`src/rtl/uart_pkg.sv`:
```
// Shared uart types: byte alias and the tx-fifo launch FSM encoding.
package uart_pkg;
  typedef logic [7:0] uart_byte_t;
  typedef enum logic [1:0] {S_IDLE, S_LAUNCH, S_SETTLE, S_WAIT} tx_fifo_state_t;
endpackage

```
`src/rtl/uart_tx_fifo.sv`:
```
// Byte FIFO ahead of the uart transmitter: absorbs host bursts and launches
// one byte per uart frame with a single-cycle wr_en strobe.
module uart_tx_fifo
  import uart_pkg::*;
#(
  parameter int DEPTH  = 16,
  parameter int ADDR_W = $clog2(DEPTH)
) (
  input  logic              clk_50m,
  input  logic              rst,
  input  logic              push,
  input  uart_byte_t        push_data,
  output logic              full,
  output logic              empty,
  output logic [ADDR_W:0]   count,
  output logic              overflow,
  input  logic              ovf_clr,
  output logic              idle,
  output uart_byte_t        uart_din,
  output logic              uart_wr_en,
  input  logic              uart_tx_busy
);

  uart_byte_t        mem [DEPTH];
  logic [ADDR_W-1:0] wr_ptr, rd_ptr;
  tx_fifo_state_t    state, state_nxt;
  logic              pop, push_ok, drop, wr_en_nxt;

  assign full    = (count == (ADDR_W+1)'(DEPTH));
  assign empty   = (count == '0);
  // A pop in the same cycle frees a slot, so a push into a full FIFO still lands.
  assign push_ok = push && (!full || pop);
  assign drop    = push && full && !pop;
  assign idle    = empty && (state == S_IDLE) && !uart_tx_busy;

  always_comb begin
    state_nxt = state;
    pop       = 1'b0;
    wr_en_nxt = 1'b0;
    case (state)
      S_IDLE: if (!empty && !uart_tx_busy) begin
        pop       = 1'b1;
        wr_en_nxt = 1'b1;
        state_nxt = S_LAUNCH;
      end
      S_LAUNCH: state_nxt = S_SETTLE;
      // uart raises busy a cycle late, so busy is not trusted here
      S_SETTLE: state_nxt = S_WAIT;
      S_WAIT:   if (!uart_tx_busy) state_nxt = S_IDLE;
      default:  state_nxt = S_IDLE;
    endcase
  end

  always_ff @(posedge clk_50m) begin
    if (rst) state <= S_IDLE;
    else     state <= state_nxt;
  end

  always_ff @(posedge clk_50m) begin
    if (push_ok) mem[wr_ptr] <= push_data;
  end

  always_ff @(posedge clk_50m) begin
    if (rst) begin
      wr_ptr     <= '0;
      rd_ptr     <= '0;
      count      <= '0;
      overflow   <= 1'b0;
      uart_wr_en <= 1'b0;
      uart_din   <= '0;
    end else begin
      uart_wr_en <= wr_en_nxt;
      if (push_ok) wr_ptr <= wr_ptr + 1'b1;
      if (pop) begin
        rd_ptr   <= rd_ptr + 1'b1;
        uart_din <= mem[rd_ptr];
      end
      case ({push_ok, pop})
        2'b10:   count <= count + 1'b1;
        2'b01:   count <= count - 1'b1;
        default: count <= count;
      endcase
      if (drop)         overflow <= 1'b1;
      else if (ovf_clr) overflow <= 1'b0;
    end
  end

endmodule

```
`config.mk`:
```
export PLATFORM = sky130hd
export DESIGN_NAME = uart_tx_fifo
export DESIGN_NICKNAME = d
export VERILOG_FILES = /design/src/rtl/uart_pkg.sv /design/src/rtl/uart_tx_fifo.sv
export SDC_FILE = /design/constraint.sdc
export NUM_CORES = 1
export LEC_CHECK = 0
export BUFFER_PORTS_ARGS = -buffer_cell sky130_fd_sc_hd__buf_2
export CORE_ASPECT_RATIO = 0.8
export CORE_UTILIZATION = 29
export DETAILED_ROUTE_END_ITERATION = 8
export GPL_ROUTABILITY_DRIVEN = 0
export RECOVER_POWER = 25
export REMOVE_ABC_BUFFERS = 1
export SLEW_MARGIN = 20
export SYNTH_ARGS = -nofsm -noshare
export SYNTH_HDL_FRONTEND = slang
export SYNTH_SLANG_ARGS = --single-unit
```
`constraint.sdc`:
```
create_clock -name clk_50m -period 3.7 [get_ports clk_50m]
set_input_delay 0.555 -clock clk_50m [delete_from_list [all_inputs] [get_ports clk_50m]]
set_output_delay 0.555 -clock clk_50m [all_outputs]
set_load 0.01 [all_outputs]
```
Yosys cells after proc, flatten, opt, wreduce, memory -nomap -nowiden:

Memories as Yosys holds them, arrays and structs flattened. A register that Yosys moved wholly into a read port is not among the register bits.
Index checks and enable logic that the tools add are counted.

* add/sub/neg operators: 4
* equal/unequal tests: 8
* multiplexer cells: 10
* reduce and logical (&&, ||, !) cells: 16

Operators with widths (number)
* one-hot mux 5 bit (2 select lines): 1
* adder 4 x 1 -> 4 bit, second input constant: 2
* one-hot mux 2 bit (4 select lines): 1
* == test 2 bit, second input constant: 3
* logical AND 1 bit: 6
* two-way mux 1 bit: 6
* adder 5 x 1 -> 5 bit, second input constant: 1
* == test 5 bit, second input constant: 1
* logical NOT 5 bit: 1
* subtractor 5 x 1 -> 5 bit, second input constant: 1
* == test 2 x 1 -> 1 bit, second input constant: 2
* logical NOT 1 bit: 4
* two-way mux 2 bit: 2
* nonzero test 2 bit: 2
* logical NOT 2 bit: 1
* != test 2 x 1 -> 1 bit, second input constant: 1
* != test 2 bit, second input constant: 1
* AND reduction 2 bit: 1
* logical OR 1 bit: 1

* flip-flop bits (word level): 17
* bits in writable memories: 128
* input bits: 13
* output and inout bits: 18
* word-level logic and storage cells: 45
* memories: 1

Memory list
* mem: depth 16, width 8, rd ports 1, clocked after memory_dff 1, wr ports 1, line uart_tx_fifo.sv:24 `uart_byte_t mem [DEPTH];`

Logic depth before layout (Yosys ltp):

Gate-level depths: netlist (run 1).

* depth in word-level cells: 9
* depth in mapped cells: 12
* mapped depth without buffers: 11

Worst setup path before layout (run 1):

Ideal clock, no wire load.

* path kind: flip-flop to flip-flop
* start: reg state[0]
* end: reg count[4]
* library setup time: 0.115 ns
* arrival time: 2.631 ns
* path slack: 0.954 ns
* cell stages (with the launch flop): 13
* buffers on the path: 1
* clock period less this slack: 2.746 ns
* cell sequence: dfxtp_1 inv_1 ha_1 or3b_2 clkbuf_1 a21oi_2 xor2_1 ha_1 nor2_1 a211oi_1 o221a_1 or4b_1 and3_1

* word-level cells in the longest chain between the ends: 6
* elaborated cells between the ends (all ways): 8
* classes of those cells: eq/ne: 2; mux: 2; reduce/logical: 4

RTL lines
* start, declared: line uart_tx_fifo.sv:26 `tx_fifo_state_t state, state_nxt;`
* start signal, assigned: line uart_tx_fifo.sv:56 `else state <= state_nxt;`
* logical NOT 2 bit *: line uart_tx_fifo.sv:40 `case (state)`
* two-way mux 1 bit *: line uart_tx_fifo.sv:40
* logical OR 1 bit: line uart_tx_fifo.sv:32 `assign push_ok = push && (!full || pop);`
* logical AND 1 bit: line uart_tx_fifo.sv:32
* == test 2 x 1 -> 1 bit / == test 2 bit (equally long branches): line uart_tx_fifo.sv:78 `case ({push_ok, pop})`
* one-hot mux 5 bit (2 select lines) / nonzero test 2 bit (equally long branches)
* end signal, assigned: line uart_tx_fifo.sv:79 `2'b10: count <= count + 1'b1;`
* end signal, assigned: line uart_tx_fifo.sv:80 `2'b01: count <= count - 1'b1;`
* end signal, assigned: line uart_tx_fifo.sv:81 `default: count <= count;`
* end, declared: line uart_tx_fifo.sv:15 `output logic [ADDR_W:0] count,`

Mark *: on every way between the ends. The rest lies on a longest branch, timed or not.
A chain may end at the register's enable or synchronous reset.

Final worst setup path (run 1):

Ends and elaborated chain as after synthesis.

==> results of run 1 <==
## where the power goes
group / total (mW) / internal [mW] / switching, mW
clock: 1.61 / 0.925 / 0.683
combinational: 0.986 / 0.442 / 0.544
sequential: 2.07 / 1.98 / 0.0837
## worst max-delay path by stage
stage,startpoint,to,slack [ps],cells after the start
2_1_floorplan,rd_ptr[0],uart_din[0],980,4
3_3_place_gp,uart_tx_busy,count[4],800,10
3_5_place_dp,push,count[4],660,10
4_1_cts,state[0],count[4],720,11
5_1_grt,state[0],count[4],510,11
6_report,state[0],count[4],710,11
## layer usage
metal	routed length [µm]	GRT usage (%)
met1	6190	18.27
met2	5794	17.60
met3	637	3.366
met4	80	3.517
met5	0	0
## Yosys cell counts (2+ instances only)
master                     number  share of area [%]
sky130_fd_sc_hd__and2_1         2               0.20
sky130_fd_sc_hd__edfxtp_1     128                 63
sky130_fd_sc_hd__clkbuf_1      13               0.80
sky130_fd_sc_hd__buf_2          3               0.24
sky130_fd_sc_hd__nor2b_1        3               0.31
sky130_fd_sc_hd__a21oi_1       15                1.2
sky130_fd_sc_hd__mux2i_1        3               0.49
sky130_fd_sc_hd__a31oi_1        2               0.20
sky130_fd_sc_hd__nor2_1        32                2.0
sky130_fd_sc_hd__buf_1          2               0.12
sky130_fd_sc_hd__mux4_2        32                 12
sky130_fd_sc_hd__a211oi_1       3               0.37
sky130_fd_sc_hd__nand2_1       21                1.3
sky130_fd_sc_hd__a22o_1        16                2.3
sky130_fd_sc_hd__o21ai_0       10               0.82
sky130_fd_sc_hd__dfxtp_1       25                8.2
sky130_fd_sc_hd__nor3_1         6               0.49
sky130_fd_sc_hd__nand2b_1       4               0.41
sky130_fd_sc_hd__xor2_1         7                1.0
sky130_fd_sc_hd__inv_1          7               0.43
sky130_fd_sc_hd__ha_1          11                2.2
sky130_fd_sc_hd__xnor2_1        3               0.43
sky130_fd_sc_hd__nand4_1        2               0.20
## logic make-up (layout without fill, tap and decap cells)
group / Yosys count / in the layout / share of synthesized area [%]
flip-flops: 153 / 153 / 70.87
multiplexers: 35 / 35 / 12.25
XOR/XNOR: 10 / 10 / 1.429
adder cells (fa/ha/maj): 11 / 11 / 2.245
buffers and inverters: 26 / 87 / 1.776
AND/OR/NAND/NOR: 76 / 76 / 5.797
AO/OA/AOI/OAI: 51 / 51 / 5.634
## sequential cells by signal, summed over array words and instances (netlist names)
signal / cells
rd_ptr: 4
overflow: 1
uart_wr_en: 1
uart_din: 8
mem: 128
wr_ptr: 4
count: 5
state: 2
## through the flow
| step | hold slack, ps | instance area, µm² | worst slack (ps) | utilization, % |
|---|---|---|---|---|
| after floorplan | 474.5 | 6047 | 983.9 | - |
| after global placement | 444.0 | 6683 | 800.6 | 32.28 |
| after detailed placement | 450.4 | 6683 | 664.0 | 32.28 |
| after CTS | 401.0 | 7237 | 716.9 | 34.96 |
| after global routing | 414.3 | 7233 | 514.0 | 34.94 |
| final | 414.0 | 7233 | 714.0 | 34.94 |
## layout make-up
cell class | instances | share of cell area [%]
clock inverter | 14 | 1.730
clock buffer | 18 | 5.933
sequential | 153 | 60.08
timing repair buffer | 48 | 4.013
tap | 269 | 4.653
multi-input combinational | 183 | 23.23
inverter | 7 | 0.3633
## tightest hold or removal path, cell delays in order
cell                       delay (ps)
sky130_fd_sc_hd__buf_2             70
sky130_fd_sc_hd__nand2b_1          90
sky130_fd_sc_hd__a21oi_1           60
==> results_tabular.tex, run 1 <==
\begin{tabular}{lr}
\hline
Metric & Value \\
\hline
\multicolumn{2}{l}{\textbf{Worst setup path}} \\
Largest stage delay on the critical path & approximately 540 ps \\
Reg-to-reg endpoint & count[4] \\
Maximum fanout count along the critical path & 6 \\
FF-to-FF path depth & 11 \\
Worst-case register-to-register setup slack & between 700 and 800 ps \\
Cell with the largest stage delay on the worst path & sky130\_fd\_sc\_hd\_\_or3b\_2 \\
Type of element launching the critical path & flip-flop \\
Buffers plus inverters on the worst setup path & 1 \\
Chain of cells forming the critical path & inv\_1 > ha\_1 > or3b\_2 > a21oi\_2 > xor2\_1 > ha\_1 > nor2\_1 > a211oi\_1 > o221a\_1 > or4b\_1 > and3\_1 \\
Arrival time at the worst endpoint & about 3300 ps \\
Launch point of the worst reg-to-reg path & state[0] \\
CP most frequent cell & sky130\_fd\_sc\_hd\_\_ha\_1 \\
WP data required & around 4000 ps \\
Critical path capture point type & flip-flop \\
CP top delay family & simple AND/OR/NAND/NOR gates \\
CP Class & reg -> reg \\
\multicolumn{2}{l}{\textbf{Route}} \\
Total wire length & $\sim$13000 µm \\
Post-DR wirelength/cell & 18.36 µm \\
Vias post-DR & between 3000 and 4000 \\
Number of routed nets with antenna violations & 0 \\
Number of vias per cell & $\sim$4.8 \\
Starting DRC count in detailed routing & 368 \\
Detailed-router iteration count before antenna repair & 4 \\
DRC violation count after routing & 0 \\
\multicolumn{2}{l}{\textbf{Placed design}} \\
Number of placed instances, taps included & 660 \\
Number of I/O port buffers & 30 \\
Estimated wirelength of the detail-placed design & about 8000 µm \\
\multicolumn{2}{l}{\textbf{Flow run}} \\
Max Cap Violations & 0 \\
\multicolumn{2}{l}{\textbf{CTS}} \\
CTS resizes & 0 \\
Clock root cell & sky130\_fd\_sc\_hd\_\_clkbuf\_16 \\
Number of buffers inserted during clock tree synthesis & 17 \\
Clock buffer depth & 2 \\
Hold-fix buffer count after cts & 0 \\
Post-CTS Setup Bufs & 0 \\
CTS clock-pin slew for the worst setup and hold paths & about 60 ps \\
Sinks on Clock Net & between 150 and 200 \\
H-tree levels & 4 \\
Clock tree from TritonCTS & done \\
Clock latency reported for the late side of the worst-skew pair & around 420 ps \\
\multicolumn{2}{l}{\textbf{Floorplanning}} \\
Area of the die & about 0.022 mm² \\
Number of primary I/O pins & 31 \\
Initial cell density of the core & $\sim$30\% \\
Cell row count & 47 \\
Core Area & 0.02070 mm² \\
Die Y & approximately 130 µm \\
X dimension of the die & 164.5 µm \\
\multicolumn{2}{l}{\textbf{Cells and area}} \\
Synth-to-layout area growth & 18.00\% \\
Count of filler cells inserted in the layout & between 1500 and 2000 \\
Final instance count without filler cells & between 600 and 700 \\
Antenna diodes & 0 \\
Most used cells in the layout excluding fill and tap cells & sky130\_fd\_sc\_hd\_\_edfxtp\_1, sky130\_fd\_sc\_hd\_\_nor2\_1, sky130\_fd\_sc\_hd\_\_mux4\_2 \\
Share of cells above drive strength 1 & a little over a quarter \\
Commonest non-fill, non-tap cell in the layout & sky130\_fd\_sc\_hd\_\_edfxtp\_1 \\
Area taken by flip-flops and latches & between 0.004 and 0.005 mm² \\
Layout Nets & around 430 \\
Multi-input logic area & 0.001680 mm² \\
\multicolumn{2}{l}{\textbf{Global routing}} \\
Largest net degree at the start of global routing & 36 \\
Via count of the first global-routing pass & 3211 \\
Initial antenna violation count & 0 \\
Global-route wire length before repair & $\sim$19000 µm \\
GRT Residual Overflow & 0 \\
GR Util All Layers & between 10\% and 20\% \\
\multicolumn{2}{l}{\textbf{Logic synthesis}} \\
Number of different library cells in the post-synthesis netlist & 35 \\
Total of flip-flops plus latches after synthesis & $\sim$150 \\
Share of the yosys chip area belonging to registers & 70.87\% \\
Number of instances in the synthesized netlist & between 300 and 400 \\
Yosys warns & 0 \\
Most frequently used flop master after synthesis & sky130\_fd\_sc\_hd\_\_edfxtp\_1 \\
Count of flip-flops with a built-in enable after synthesis & 128 \\
Share of synthesized registers carrying an async set or reset & 0\% \\
Avg Synthesized Cell Area & $\sim$17 µm² \\
Mapped cell area & 0.006130 mm² \\
\multicolumn{2}{l}{\textbf{Power}} \\
IR drop worst, VDD & $\sim$0.4 mV \\
Leakage Power & approximately 2.4 nW \\
Total power density per cell area & 644.5 mW/mm² \\
Overall power after layout & $\sim$4.7 mW \\
\multicolumn{2}{l}{\textbf{Timing}} \\
Time the worst path needs with I/O delays and setup & around 3000 ps \\
Slew at the pin closest to its max-slew limit & 797.5 ps \\
Number of hold violations in the final report & 0 \\
Total setup violations reported at the end of the flow & 0 \\
Final worst-path cycle share & 80.70\% \\
Slew Viols, Final & 0 \\
Highest clock rate & roughly 0.33 GHz \\
Unrepaired setup endpoints after global routing & no \\
Worst slew margin & a little under half \\
Sum of negative setup slack & 0 ps \\
Clock tree skew after final layout & between 8 and 9 ps \\
\multicolumn{2}{l}{\textbf{Worst hold path}} \\
Min-delay src & ovf\_clr \\
Number of cells on the worst hold path & 3 \\
Destination of the worst hold path & overflow \\
Class of the tightest hold or removal check & in -> reg \\
\multicolumn{2}{l}{\textbf{Status}} \\
Status & finished clean \\
\hline
\end{tabular}
Note: power is estimated with default switching activity, not from simulation.
==> inputs of run 2 (changes only) <==
--- a/config.mk
+++ b/config.mk
@@ -5,6 +5,7 @@
 export SDC_FILE = /design/constraint.sdc
 export NUM_CORES = 1
 export LEC_CHECK = 0
+export ABC_AREA = 1
 export BUFFER_PORTS_ARGS = -buffer_cell sky130_fd_sc_hd__buf_2
 export CORE_ASPECT_RATIO = 0.8
 export CORE_UTILIZATION = 29
==> constraint.sdc (replaced) <==
create_clock -name clk_50m -period 2.65 [get_ports clk_50m]
set_input_delay 0.3975 -clock clk_50m [delete_from_list [all_inputs] [get_ports clk_50m]]
set_output_delay 0.3975 -clock clk_50m [all_outputs]
set_load 0.01 [all_outputs]
==> run 2 against run 1 <==
Count of clock-buffer cells in the layout increased by 2; non-clock buffer count increased by 6; critical endpoint is now mem[11][5]; combinational power increased by 96%; power increased by 52%; largest cell class unchanged; setup slack got worse by 130 ps.
==> results_tabular.tex, run 2 <==
\begin{tabular}{lr}
\hline
Metric & Value \\
\hline
\multicolumn{2}{l}{\textbf{Timing}} \\
Sum of negative setup slack & 0 ps (unchanged) \\
Worst slew margin & 38.71\% (-8.1 points) \\
Number of hold violations in the final report & 0 (unchanged) \\
Time the worst path needs with I/O delays and setup & 2066 ps (-919.9 ps) \\
Slew at the pin closest to its max-slew limit & 919.4 ps (+121.9 ps) \\
Total setup violations reported at the end of the flow & 0 (unchanged) \\
Highest clock rate & 0.4840 GHz (+45\%) \\
Slew Viols, Final & 0 (unchanged) \\
Clock tree skew after final layout & 13.34 ps (+4.720 ps) \\
Final worst-path cycle share & 77.97\% (-2.7 points) \\
Unrepaired setup endpoints after global routing & no \\
\multicolumn{2}{l}{\textbf{Global routing}} \\
Initial antenna violation count & 0 (unchanged) \\
GRT Residual Overflow & 0 (unchanged) \\
Largest net degree at the start of global routing & 67 (+86\%) \\
GR Util All Layers & 14.17\% (+1.8 points) \\
Global-route wire length before repair & 23760 µm (+24\%) \\
Via count of the first global-routing pass & 3965 (+23\%) \\
\multicolumn{2}{l}{\textbf{Logic synthesis}} \\
Share of the yosys chip area belonging to registers & 68.20\% (-2.7 points) \\
Number of different library cells in the post-synthesis netlist & 33 (-5.7\%) \\
Post-synth top area cell & sky130\_fd\_sc\_hd\_\_edfxtp\_1 \\
Area contributors post-synth & sky130\_fd\_sc\_hd\_\_edfxtp\_1, sky130\_fd\_sc\_hd\_\_dfxtp\_1, sky130\_fd\_sc\_hd\_\_nor2\_1 \\
Mapped cell area & 0.006370 mm² (+3.9\%) \\
Most frequent cells after synthesis & sky130\_fd\_sc\_hd\_\_edfxtp\_1, sky130\_fd\_sc\_hd\_\_nor2\_1, sky130\_fd\_sc\_hd\_\_o21ai\_0, sky130\_fd\_sc\_hd\_\_inv\_1, sky130\_fd\_sc\_hd\_\_nand2\_1 \\
Share of the synthesized area in the top cell type & 60.34\% (-2.4 points) \\
Total of flip-flops plus latches after synthesis & 153 (unchanged) \\
Number of instances in the synthesized netlist & 540 (+49\%) \\
Share of synthesized registers carrying an async set or reset & 0\% (unchanged) \\
Top-count cell post-synth & sky130\_fd\_sc\_hd\_\_edfxtp\_1 \\
Most frequently used flop master after synthesis & sky130\_fd\_sc\_hd\_\_edfxtp\_1 \\
Count of flip-flops with a built-in enable after synthesis & 128 (unchanged) \\
Yosys warns & 0 (unchanged) \\
Avg Synthesized Cell Area & 11.80 µm² (-30\%) \\
\multicolumn{2}{l}{\textbf{Power}} \\
Overall power after layout & 7.083 mW (+52\%) \\
Combinational Power Share & 27.3\% (+6.1 points) \\
Clock network fraction of total power & 32.0\% (-2.5 points) \\
Switching part of the total & 33.23\% (+5.1 points) \\
Register share of total power & 40.7\% (-3.6 points) \\
Internal power & 4.729 mW (+41\%) \\
Total power density per cell area & 951.6 mW/mm² (+48\%) \\
IR drop worst, VDD & 0.4724 mV (+21\%) \\
Net switching component of the power & 2.354 mW (+80\%) \\
Leakage Power & 2.638 nW (+9.3\%) \\
\multicolumn{2}{l}{\textbf{Worst setup path}} \\
Launching element of the worst setup path & state[0] \\
Reg-to-reg endpoint & mem[11][5] \\
Critical path capture point type & flip-flop \\
Launch point of the worst reg-to-reg path & state[0] \\
CP Class & reg -> reg \\
Worst setup path endpoint & mem[11][5] \\
WP data required & 2770 ps (-1240 ps) \\
Maximum fanout count along the critical path & 8 (+2) \\
Worst-case register-to-register setup slack & 580 ps (-130 ps) \\
FF-to-FF path depth & 9 (-2) \\
Arrival time at the worst endpoint & 2190 ps (-1110 ps) \\
Type of element launching the critical path & flip-flop \\
\multicolumn{2}{l}{\textbf{Placed design}} \\
Number of placed instances, taps included & 842 (+28\%) \\
Estimated wirelength of the detail-placed design & 9567 µm (+19\%) \\
Number of I/O port buffers & 30 (unchanged) \\
\multicolumn{2}{l}{\textbf{Route}} \\
Detailed-router iteration count before antenna repair & 5 (+1) \\
Number of vias per cell & 4.858 (+1.8\%) \\
Starting DRC count in detailed routing & 496 (+35\%) \\
Vias post-DR & 4241 (+28\%) \\
Post-DR wirelength/cell & 17.51 µm (-4.6\%) \\
Number of routed nets with antenna violations & 0 (unchanged) \\
Total wire length & 15290 µm (+20\%) \\
DRC violation count after routing & 0 (unchanged) \\
\multicolumn{2}{l}{\textbf{CTS}} \\
Clock root cell & sky130\_fd\_sc\_hd\_\_clkbuf\_16 \\
Number of buffers inserted during clock tree synthesis & 17 (unchanged) \\
Sinks on Clock Net & 153 (unchanged) \\
Clock latency reported for the late side of the worst-skew pair & 420 ps (about the same) \\
CTS clock-pin slew for the worst setup and hold paths & 60 ps (about the same) \\
CTS resizes & 0 (unchanged) \\
Clock buffer depth & 2 (unchanged) \\
H-tree levels & 4 (unchanged) \\
Hold-fix buffer count after cts & 0 (unchanged) \\
Post-CTS Setup Bufs & 0 (unchanged) \\
Clock tree from TritonCTS & done \\
\multicolumn{2}{l}{\textbf{Floorplanning}} \\
X dimension of the die & 167.7 µm (+1.9\%) \\
Initial cell density of the core & 29.54\% (-0.068 points) \\
Number of primary I/O pins & 31 (unchanged) \\
Die Y & 134.6 µm (+1.9\%) \\
Area of the die & 0.02257 mm² (+3.9\%) \\
Core Area & 0.02156 mm² (+4.2\%) \\
Cell row count & 48 (+2.1\%) \\
\multicolumn{2}{l}{\textbf{Cells and area}} \\
Antenna diodes & 0 (unchanged) \\
Most used cells in the layout excluding fill and tap cells & sky130\_fd\_sc\_hd\_\_edfxtp\_1, sky130\_fd\_sc\_hd\_\_nor2\_1, sky130\_fd\_sc\_hd\_\_o21ai\_0 \\
Largest registers in the final layout & mem (128), uart\_din (8), count (5) \\
Max FFs per register & 128 (unchanged) \\
Commonest non-fill, non-tap cell in the layout & sky130\_fd\_sc\_hd\_\_edfxtp\_1 \\
Register bank with the most flops & mem \\
Share of cells above drive strength 1 & 14.88\% (-11 points) \\
Final instance count without filler cells & 873 (+26\%) \\
Layout Nets & 610 (+41\%) \\
Synth-to-layout area growth & 16.85\% \\
\multicolumn{2}{l}{\textbf{Status}} \\
Status & finished clean \\
\multicolumn{2}{l}{\textbf{Flow run}} \\
Max Cap Violations & 0 (unchanged) \\
\multicolumn{2}{l}{\textbf{Worst hold path}} \\
Class of the tightest hold or removal check & in -> reg \\
Number of cells on the worst hold path & 4 (+1) \\
\hline
\end{tabular}
==> run 2: critical path, cell delays in order, from the launching register on <==
cell                      delay [ps]
sky130_fd_sc_hd__dfxtp_1         310
sky130_fd_sc_hd__inv_1           120
sky130_fd_sc_hd__ha_1            180
sky130_fd_sc_hd__inv_1            80
sky130_fd_sc_hd__nor2_4          210
sky130_fd_sc_hd__nand2_8         100
sky130_fd_sc_hd__a21oi_4         230
sky130_fd_sc_hd__nand2_1         200
sky130_fd_sc_hd__nor2_1          150
sky130_fd_sc_hd__buf_4           190
==> run 2: layer usage <==
metal	vias up	part of all wire, %	wire [µm]	GRT usage (%)
li1	2050	-	-	-
met3	9	6.2	942	3.576
met1	2067	49	7470	20.84
met2	115	44	6778	20.79
met5	-	0	0	0
met4	0	0.63	97	3.364
==> run 2: cell type report <==
cell class | count | area, µm²
Fill cell | 2080 | 14120
Inverter | 38 | 145.1
Clock inverter | 11 | 105.1
Timing Repair Buffer | 54 | 322.8
Sequential cell | 153 | 4345
Tap cell | 275 | 344.1
Clock buffer | 20 | 436.7
Multi-Input combinational cell | 322 | 1744
==> run 2: power by group through the flow <==
stage                     Sequential (mW)  Clock, mW  Combinational (mW)
final                                2.88       2.27                1.93
after global routing                 2.90       2.40                2.17
after CTS                            2.88       2.31                1.94
after detailed placement             2.93          0                1.93
after global placement               2.93          0                1.91
after floorplan                      3.04          0                1.10
==> run 2: how the worst min path moves through the flow <==
stage / to / slack [ps] / start
2_1_floorplan: overflow / 470 / rst
3_3_place_gp: overflow / 450 / overflow
3_5_place_dp: overflow / 460 / overflow
4_1_cts: overflow / 210 / ovf_clr
5_1_grt: overflow / 240 / ovf_clr
6_report: overflow / 230 / ovf_clr
==> run 2: logic make-up after synthesis <==
logic type               count (synthesis)  share of synthesized area, %
flip-flops                             153                         68.20
AO/OA/AOI/OAI                          134                         12.83
AND/OR/NAND/NOR                        175                         12.12
XOR/XNOR                                 2                        0.2750
buffers and inverters                   65                         4.420
adder cells (fa/ha/maj)                 11                         2.161
==> run 2: through the flow <==
| stage | area (µm²) | utilization (%) | hold WS, ps | worst slack [ps] |
|---|---|---|---|---|
| after floorplan | 6233 | - | 466.6 | -5.787 |
| after global placement | 6909 | 32.05 | 453.8 | 623.5 |
| after detailed placement | 6909 | 32.05 | 463.3 | 592.3 |
| after CTS | 7451 | 34.56 | 214.8 | 585.5 |
| after global routing | 7443 | 34.52 | 235.3 | 373.1 |
| final | 7443 | 34.52 | 231.1 | 583.9 |
